[src/rtl/fetch_unit.sv]
// fetch_unit: single-outstanding instruction fetch FSM (REQ -> WAIT -> HOLD) with branch redirect and stale-response drain
// Ports: clk, reset (async, active-high); pc/pc_inc to and from the external incrementer;
// branch_taken/branch_target redirect; imem_req/imem_addr/imem_gnt/imem_rvalid/imem_rdata memory side;
// instr/instr_pc/instr_valid/instr_ready consumer side.
module fetch_unit #(
  parameter int WIDTH = 16,
  parameter logic [WIDTH-1:0] RESET_PC = '0
) (
  input  logic             clk,
  input  logic             reset,
  output logic [WIDTH-1:0] pc,
  input  logic [WIDTH-1:0] pc_inc,
  input  logic             branch_taken,
  input  logic [WIDTH-1:0] branch_target,
  output logic             imem_req,
  output logic [WIDTH-1:0] imem_addr,
  input  logic             imem_gnt,
  input  logic             imem_rvalid,
  input  logic [WIDTH-1:0] imem_rdata,
  output logic [WIDTH-1:0] instr,
  output logic [WIDTH-1:0] instr_pc,
  output logic             instr_valid,
  input  logic             instr_ready
);
  localparam logic [1:0] REQ = 2'd0, WAIT = 2'd1, HOLD = 2'd2, DRAIN = 2'd3;
  logic [1:0] state;
  logic [WIDTH-1:0] req_pc;
  assign imem_req = (state == REQ) && !reset;
  assign imem_addr = pc;
  always_ff @(posedge clk or posedge reset)
    if (reset) begin
      state <= REQ;
      pc <= RESET_PC;
      req_pc <= '0;
      instr <= '0;
      instr_pc <= '0;
      instr_valid <= 1'b0;
    end else
      case (state)
        REQ:
          if (branch_taken) begin
            pc <= branch_target;
            // a fetch granted in the same cycle targets the old path and must be drained
            state <= imem_gnt ? DRAIN : REQ;
          end else if (imem_gnt) begin
            req_pc <= pc;
            pc <= pc_inc;
            state <= WAIT;
          end
        WAIT:
          if (branch_taken) begin
            pc <= branch_target;
            state <= imem_rvalid ? REQ : DRAIN;
          end else if (imem_rvalid) begin
            instr <= imem_rdata;
            instr_pc <= req_pc;
            instr_valid <= 1'b1;
            state <= HOLD;
          end
        HOLD:
          if (branch_taken || instr_ready) begin
            instr_valid <= 1'b0;
            state <= REQ;
            if (branch_taken) pc <= branch_target;
          end
        DRAIN: begin
          if (branch_taken) pc <= branch_target;
          if (imem_rvalid) state <= REQ;
        end
      endcase
endmodule

[config.mk]
export PLATFORM = sky130hd
export DESIGN_NAME = fetch_unit
export DESIGN_NICKNAME = d
export VERILOG_FILES = /design/src/rtl/fetch_unit.sv
export SDC_FILE = /design/constraint.sdc
export NUM_CORES = 1
export LEC_CHECK = 0
export CAP_MARGIN = 40
export CORE_ASPECT_RATIO = 0.5
export CORE_MARGIN = 4
export CORE_UTILIZATION = 25
export CTS_CLUSTER_SIZE = 28
export DETAILED_ROUTE_END_ITERATION = 8
export HOLD_SLACK_MARGIN = 0.1
export PLACE_DENSITY = 0.57
export SYNTH_ARGS = -nofsm -noshare
export SYNTH_HDL_FRONTEND = slang
export SYNTH_SLANG_ARGS = --single-unit
[constraint.sdc]
create_clock -name clk -period 5.5 [get_ports clk]
set_input_delay 0.825 -clock clk [delete_from_list [all_inputs] [get_ports clk]]
set_output_delay 0.825 -clock clk [all_outputs]
set_load 0.05 [all_outputs]
==> impl_metrics.ini, run 1 <==
[synthesis]
async_flop_share_pct = 100
synthTopCellsByCount = dfrtp_1, mux2_2, a21oi_1
synthDistinctLibCells = 22
ys_seq_area_share_pct = 57.8
yosys_warnings = 0
syn_inst = 225
synth_edf_count = 0
yosys-top-cells-area = dfrtp_1, mux2_2, a21oi_1
synth_top_area_share_pct = 57.8
synthFlopType = dfrtp_1
synth_nets = 279
synth_top_area_cell = dfrtp_1
syn_area_per_cell_um2 = 12.9
ys_seq_elements = 67
synth_most_common_cell = dfrtp_1
synthesis.area_um2 = 2900

[power_and_ir_drop]
pwr-share-seq_pct = 29.8
power_leakage_nw = 1.84
intPower_mw = 1.66
p_clk_share_pct = 21.8
combPwrFrac_pct = 48.4
p_switching_mw = 1.19
power_density_nw_per_um2 = 642
swShare_pct = 41.7
vdd_drop_max_mv = 0.213

[timing]
maxSlewHeadroom_pct = 43.9
drv_slew = 0
min_period_ps = 3070
setup_viol_count_final = 0
finalCritPeriodShare_pct = 55.9
rsz0062_at_grt = false
fin_ws_ps = 2430
finalSetupTns_ps = 0
skew_ps = 2.57
fmax_ghz = 0.325
worst_pin_slew_ps = 842
hold_viol = 0

[global_routing]
grtUsageTotal_pct = 11.0
grt_pass1_wl_mm = 11.7
grt_pass1_vias = 2189
grt_start_max_net_pins = 68
grt-ovfl-total = 0
antenna_found_initial = 0

[clock_network]
post_cts_buffers = 0
holdBufCountCts = 0
clk_pin_slew_ps = 50
cts_max_level = 3
cts_sinks = 67
post_cts_resized = 0
cts_buffer_depth = 2
cts-root-buf = clkbuf_16
cts_inserted_buffers = 9
cts_tree = yes
insertion_delay_ps = 320

[layout]
drive_gt1_share_pct = 21.4
fill_cells = 1048
n_antenna_cell = 0
syn2layout_area_growth_pct = 53.6
multiInputGateArea_um2 = 1020
layout.nets = 385
seqCellArea_um2 = 1680

[die]
die_area_um2 = 13500
rows = 27
ios = 120
fp.dieW_um = 160
core_um2 = 11100
chipHeight_um = 84.1
start_util_pct = 26.0

[place]
place_hpwl_mm = 5.51
port_buffers = 119
place_ws_ps = 2430
place.gp.congestion = 0.790

[routing]
vias_per_cell = 4.30
wl_per_cell_um = 15.4
drtPass1Iterations = 4
drtAntennaViolNets = 0
vias = 2068
routed_wl_mm = 7.40
drt_iter0_markers = 86
drc = 0

[critical_path]
required_ps = 4680
cp-end-kind = output pin
worstPathArrival_ps = 2250
worstSetupPathType = in -> out
path_max_fanout = 2
cp-start-kind = input port

[status]
status = completed

[run]
cap_violations = 0

[min_path]
hold_class = reg -> reg
path summary, 6_finish.rpt:
check                           slack (ps)     endpoint  cells past startpoint       start
worst min register to register         500   req_pc[14]                      1  req_pc[14]
worst max-delay path                  2430     imem_req                      3       reset
max in group asynchronous             3840     instr[1]                      3       reset
min in group asynchronous             1100  instr_valid                      3       reset
worst min-delay path                   500   req_pc[14]                      1  req_pc[14]
worst max register to register        3320   req_pc[10]                      3    state[1]
registers in the layout, summed over array words and instances, names as in the netlist:
name / flops
instr: 16
instr_pc: 16
state: 2
imem_addr: 16
instr_valid: 1
req_pc: 16
logic make-up after synthesis:
logic type,Yosys count,share of synthesized area (%)
AO/OA/AOI/OAI,37,6.52
flip-flops,67,57.8
multiplexers,48,19.9
buffers and inverters,29,7.12
AND/OR/NAND/NOR,44,8.59
power groups by stage:
stage / logic (mW) / registers (mW) / clock network, mW
floorplan: 0.466 / 1.34 / 0
global placement: 1.37 / 0.848 / 0
detailed placement: 1.40 / 0.863 / 0
CTS: 1.40 / 0.856 / 0.640
global route: 1.44 / 0.882 / 0.667
finish: 1.38 / 0.852 / 0.623
cell usage in the layout (no fill, tap or decap), drive strengths merged, types with 2 or more instances in the layout:
| master | n |
|---|---|
| clkdlybuf4s50 | 119 |
| clkbuf | 12 |
| dfrtp | 67 |
| nor3 | 2 |
| o21ai | 3 |
| nand2 | 17 |
| a21oi | 32 |
| mux2 | 48 |
| bufinv | 2 |
| nor2 | 3 |
| buf | 4 |
| nor2b | 18 |
routing by layer:
| metal | vias up | share of wire, % | global-route usage (%) |
|---|---|---|---|
| met1 | 1047 | 40 | 12.6 |
| met4 | 0 | 1.8 | 4.14 |
| li1 | 963 | - | - |
| met5 | - | 0 | 0 |
| met2 | 45 | 54 | 19.4 |
| met3 | 13 | 4.1 | 3.53 |
final cells by class:
class | count | area share [%]
clock inverter | 4 | 1.63
timing repair buffer | 123 | 27.8
clock buffer | 12 | 5.76
sequential | 67 | 37.7
tap | 145 | 4.08
multi-input combinational | 129 | 23.0
inverter | 1 | 0.0843
worst max-delay path: stages:
cell             delay (ps)
clkdlybuf4s50_1         440
nor3_1                  150
clkdlybuf4s50_1         830
per-stage QoR:
stage / std cells / area [µm²] / hold slack (ps) / util (%) / power (mW)
after floorplan: 225 / 2900 / 475 / - / 1.80
after global placement: 463 / 4090 / 484 / 36.7 / 2.22
after detailed placement: 465 / 4120 / 489 / 37.0 / 2.26
after CTS: 481 / 4450 / 502 / 39.9 / 2.89
after global routing: 481 / 4450 / 516 / 39.9 / 2.99
final: 481 / 4450 / 498 / 39.9 / 2.86
Note: power is estimated with default switching activity, not from simulation.
==> inputs of run 2 (changes only) <==
==> constraint.sdc (replaced) <==
create_clock -name clk -period 2.9 [get_ports clk]
set_input_delay 0.435 -clock clk [delete_from_list [all_inputs] [get_ports clk]]
set_output_delay 0.435 -clock clk [all_outputs]
set_load 0.05 [all_outputs]
==> run 2 against run 1 <==
  * Sequential cell count stayed put
  * Die area stayed put
  * Non-clock buffer count is 1 higher
  * Count of clock-buffer cells in the layout is 1 lower
  * Core utilization is 0.20 points lower
  * Register-to-register slack worse by 2200 ps
  * Final cell count stayed put
  * Critical path type unchanged
==> impl_metrics.ini, run 2 (synthesis results as in run 1) <==
[routing]
drt_iter0_markers = 120
drc = 0
wl_per_cell_um = 15.2
drtPass1Iterations = 4
routed_wl_mm = 7.29
vias = 2053
vias_per_cell = 4.27
drtAntennaViolNets = 0

[layout]
syn2layout_area_growth_pct = 52.8
final_cells = 481
post-route-util_pct = 39.7
n_antenna_cell = 0
drive_gt1_share_pct = 21.7
layout_commonest_cell = clkdlybuf4s50_1
layout.nets = 386
multiInputGateArea_um2 = 1020
seqCellArea_um2 = 1680
final_cell_mix = clkdlybuf4s50_1, dfrtp_1, mux2_2
fill_cells = 1054

[timing]
fmax_ghz = 0.437
finalCritPeriodShare_pct = 78.9
finalSetupTns_ps = 0
fin_ws_ps = 612
min_period_ps = 2290
maxSlewHeadroom_pct = 49.1
rsz0062_at_grt = false
skew_ps = 6.09
setup_viol_count_final = 0
hold_viol = 0
worst_pin_slew_ps = 762
drv_slew = 0

[clock_network]
clk_pin_slew_ps = 60
holdBufCountCts = 0
cts_tree = yes
post_cts_buffers = 0
cts_inserted_buffers = 9
post_cts_resized = 0
cts_max_level = 3
cts_sinks = 67
cts_buffer_depth = 2
insertion_delay_ps = 320
cts-root-buf = clkbuf_16

[critical_path]
r2r_slack_ps = 1090
r2r-start = state[1]
r2r_cells = 3
r2r_end = req_pc[10]
worstSetupEndpoint = imem_req
cp-end-kind = output pin
worstSetupPathType = in -> out
worstPathArrival_ps = 1850
crit_start = reset
path_max_fanout = 2
required_ps = 2470
cp-start-kind = input port

[die]
start_util_pct = 26.0
chipHeight_um = 84.1
core_um2 = 11100
fp.dieW_um = 160
rows = 27
ios = 120
die_area_um2 = 13500

[place]
place_hpwl_mm = 5.56
port_buffers = 119
place_inst = 466
place_ws_ps = 604
place.gp.congestion = 0.785

[global_routing]
grt_pass1_vias = 2194
grtUsageTotal_pct = 10.9
grt-ovfl-total = 0
antenna_found_initial = 0
grt_pass1_wl_mm = 11.6
grt_start_max_net_pins = 38

[power_and_ir_drop]
power_leakage_nw = 1.83
vdd_drop_max_mv = 0.381
power_density_nw_per_um2 = 1200

[run]
cap_violations = 0

[status]
status = completed

[min_path]
hold_class = reg -> reg
## run 2: where the power goes
group / switching, mW / internal [mW] / leakage (nW) / total, mW
Combinational: 1.60 / 1.02 / 0.901 / 2.62
Sequential: 0.275 / 1.34 / 0.785 / 1.62
Clock: 0.378 / 0.705 / 0.144 / 1.08
Total: 2.25 / 3.06 / 1.83 / 5.32
## run 2: worst min-delay path by stage
stage                      from      endpoint  slack (ps)  depth (start not counted)
global placement     req_pc[10]    req_pc[10]         480                          1
floorplan            req_pc[10]    req_pc[10]         470                          1
CTS                 instr_pc[9]   instr_pc[9]         510                          1
finish               req_pc[10]  instr_pc[10]         500                          1
global route          instr[13]     instr[13]         520                          1
detailed placement   req_pc[15]    req_pc[15]         490                          1
## run 2: metal layers
layer	vias to the layer above	wire length, µm	part of all wire [%]	track usage, %
met5	-	0	0	0
met4	0	131	1.8	4.22
met3	12	265	3.6	2.99
met2	45	3870	53	19.6
met1	1024	3020	41	12.3
li1	972	-	-	-
## run 2: worst max-delay path, cell delays in order
cell,delay [ps]
clkdlybuf4s50_1,430
nor3_1,150
clkdlybuf4s50_1,840
## run 2: layout make-up
cell class | instances | area share (%)
sequential | 67 | 37.9
multi-input combinational | 129 | 23.1
clock buffer | 11 | 5.71
timing repair buffer | 124 | 28.0
clock inverter | 4 | 1.13
tap | 145 | 4.10
inverter | 1 | 0.0847
## run 2: through the flow
stage	power, mW	cell area [µm²]	hold slack [ps]
after global routing	5.56	4430	522
final	5.32	4430	504
after global placement	4.23	4130	484
after floorplan	3.42	2900	475
after detailed placement	4.28	4130	494
after CTS	5.39	4430	508
==> inputs of run 3 (changes only) <==
--- a/config.mk
+++ b/config.mk
@@ -12,7 +12,7 @@
 export CTS_CLUSTER_SIZE = 28
 export DETAILED_ROUTE_END_ITERATION = 8
 export HOLD_SLACK_MARGIN = 0.1
-export PLACE_DENSITY = 0.57
+export PLACE_DENSITY = 0.58
 export SYNTH_ARGS = -nofsm -noshare
 export SYNTH_HDL_FRONTEND = slang
 export SYNTH_SLANG_ARGS = --single-unit
==> constraint.sdc (replaced) <==
create_clock -name clk -period 2.1 [get_ports clk]
set_input_delay 0.315 -clock clk [delete_from_list [all_inputs] [get_ports clk]]
set_output_delay 0.315 -clock clk [all_outputs]
set_load 0.05 [all_outputs]
==> run 3 against run 2 <==
  * Highest routed layer unchanged
  * Setup slack lost 420 ps
  * Critical path depth shrank 2
  * Worst hold slack worse by 94 ps
  * Clock skew decreased by 1.3 ps
==> impl_metrics.ini, run 3 (synthesis results as in run 1) <==
[status]
status = completed

[place]
port_buffers = 119
place.gp.congestion = 0.775
dpl-instance-area_um2 = 4190
place_hpwl_mm = 5.41
place_ws_ps = 56.3

[global_routing]
grt_pass1_wl_mm = 11.7
grt_start_max_net_pins = 68
antenna_found_initial = 0
grt_pass1_vias = 2171
grtUsageTotal_pct = 11.0
grt-ovfl-total = 0

[critical_path]
worstSetupPathType = reg -> out
cp-end-kind = output pin
cp_slowest_cell = clkdlybuf4s50_1
path_buf_inv = 1
cp-start-kind = flop
path_cells = clkdlybuf4s50_1
crit_family = buffers and inverters
cp_slowest_stage_delay_ps = 840
required_ps = 1780
worstPathArrival_ps = 1600
path_max_fanout = 4
r2r_slack_ps = 360

[die]
rows = 27
core_um2 = 11100
fp.dieW_um = 160
chipHeight_um = 84.1
start_util_pct = 26.0
ios = 120
die_area_um2 = 13500

[timing]
rsz0062_at_grt = false
worst_pin_slew_ps = 551
fin_ws_ps = 187
finalSetupTns_ps = 0
skew_ps = 4.80
setup_viol_count_final = 0
finalCritPeriodShare_pct = 91.1
hold_viol = 0
min_period_ps = 1910
drv_slew = 0
maxSlewHeadroom_pct = 63.2
fmax_ghz = 0.523
whs_ps = 410

[layout]
layout.nets = 388
drive_gt1_share_pct = 22.4
fill_cells = 1054
n_antenna_cell = 0
multiInputGateArea_um2 = 1020
final_cell_mix = clkdlybuf4s50_1, dfrtp_1, mux2_2
layout_commonest_cell = clkdlybuf4s50_1
final_cell_area_um2 = 4500
syn2layout_area_growth_pct = 55.2
seqCellArea_um2 = 1680

[routing]
wl_per_cell_um = 15.1
drtAntennaViolNets = 0
drc = 0
vias = 2053
drt_iter0_markers = 61
drtPass1Iterations = 4
routed_wl_mm = 7.30
vias_per_cell = 4.24

[power_and_ir_drop]
power_leakage_nw = 1.87
swShare_pct = 42.0
intPower_mw = 4.33
power_density_nw_per_um2 = 1660
p_total_mw = 7.47
p_switching_mw = 3.13
pwr-share-seq_pct = 29.8
vdd_drop_max_mv = 0.598
combPwrFrac_pct = 49.2
p_clk_share_pct = 21.0

[clock_network]
cts-root-buf = clkbuf_16
clk_pin_slew_ps = 50
cts_max_level = 3
insertion_delay_ps = 330
post_cts_buffers = 0
cts_sinks = 67
cts_inserted_buffers = 9
cts_tree = yes
holdBufCountCts = 0
post_cts_resized = 0
cts_buffer_depth = 2

[run]
cap_violations = 0

[min_path]
hold_class = in -> async
[run 3: metal layers]
metal / wire (µm) / global-route usage (%)
met3: 320 / 3.83
met2: 3820 / 19.5
met1: 3030 / 12.5
met5: 0 / 0
met4: 128 / 3.51
[run 3: worst paths after layout]
check / depth (start not counted) / from / endpoint
max in group asynchronous: 3 / reset / instr[1]
min in group clk: 1 / instr[10] / instr[10]
setup / recovery: 1 / imem_addr[2] / imem_addr[2]
hold / removal: 3 / reset / state[0]
hold reg to reg: 1 / instr[10] / instr[10]
setup reg to reg: 4 / state[1] / req_pc[14]
[run 3: layout make-up]
| type | count | area share [%] |
|---|---|---|
| repair buffers | 126 | 29.0 |
| inverters | 1 | 0.0834 |
| well taps | 145 | 4.03 |
| multi-input cells | 129 | 22.8 |
| flip-flops and latches | 67 | 37.3 |
| clock inverters | 6 | 1.78 |
| clock buffers | 10 | 5.09 |
[run 3: through the flow]
step | utilization (%) | instances
6_report | 40.3 | 484
3_3_place_gp | 37.6 | 468
2_1_floorplan | - | 225
4_1_cts | 40.3 | 484
3_5_place_dp | 37.6 | 468
5_1_grt | 40.3 | 484
[run 3: power groups by stage]
stage	clock, mW	sequential [mW]	combinational [mW]
after CTS	1.62	2.24	3.71
final	1.57	2.23	3.67
after floorplan	0	3.50	1.22
after global placement	0	2.24	3.66
after detailed placement	0	2.26	3.71
after global routing	1.67	2.32	3.82
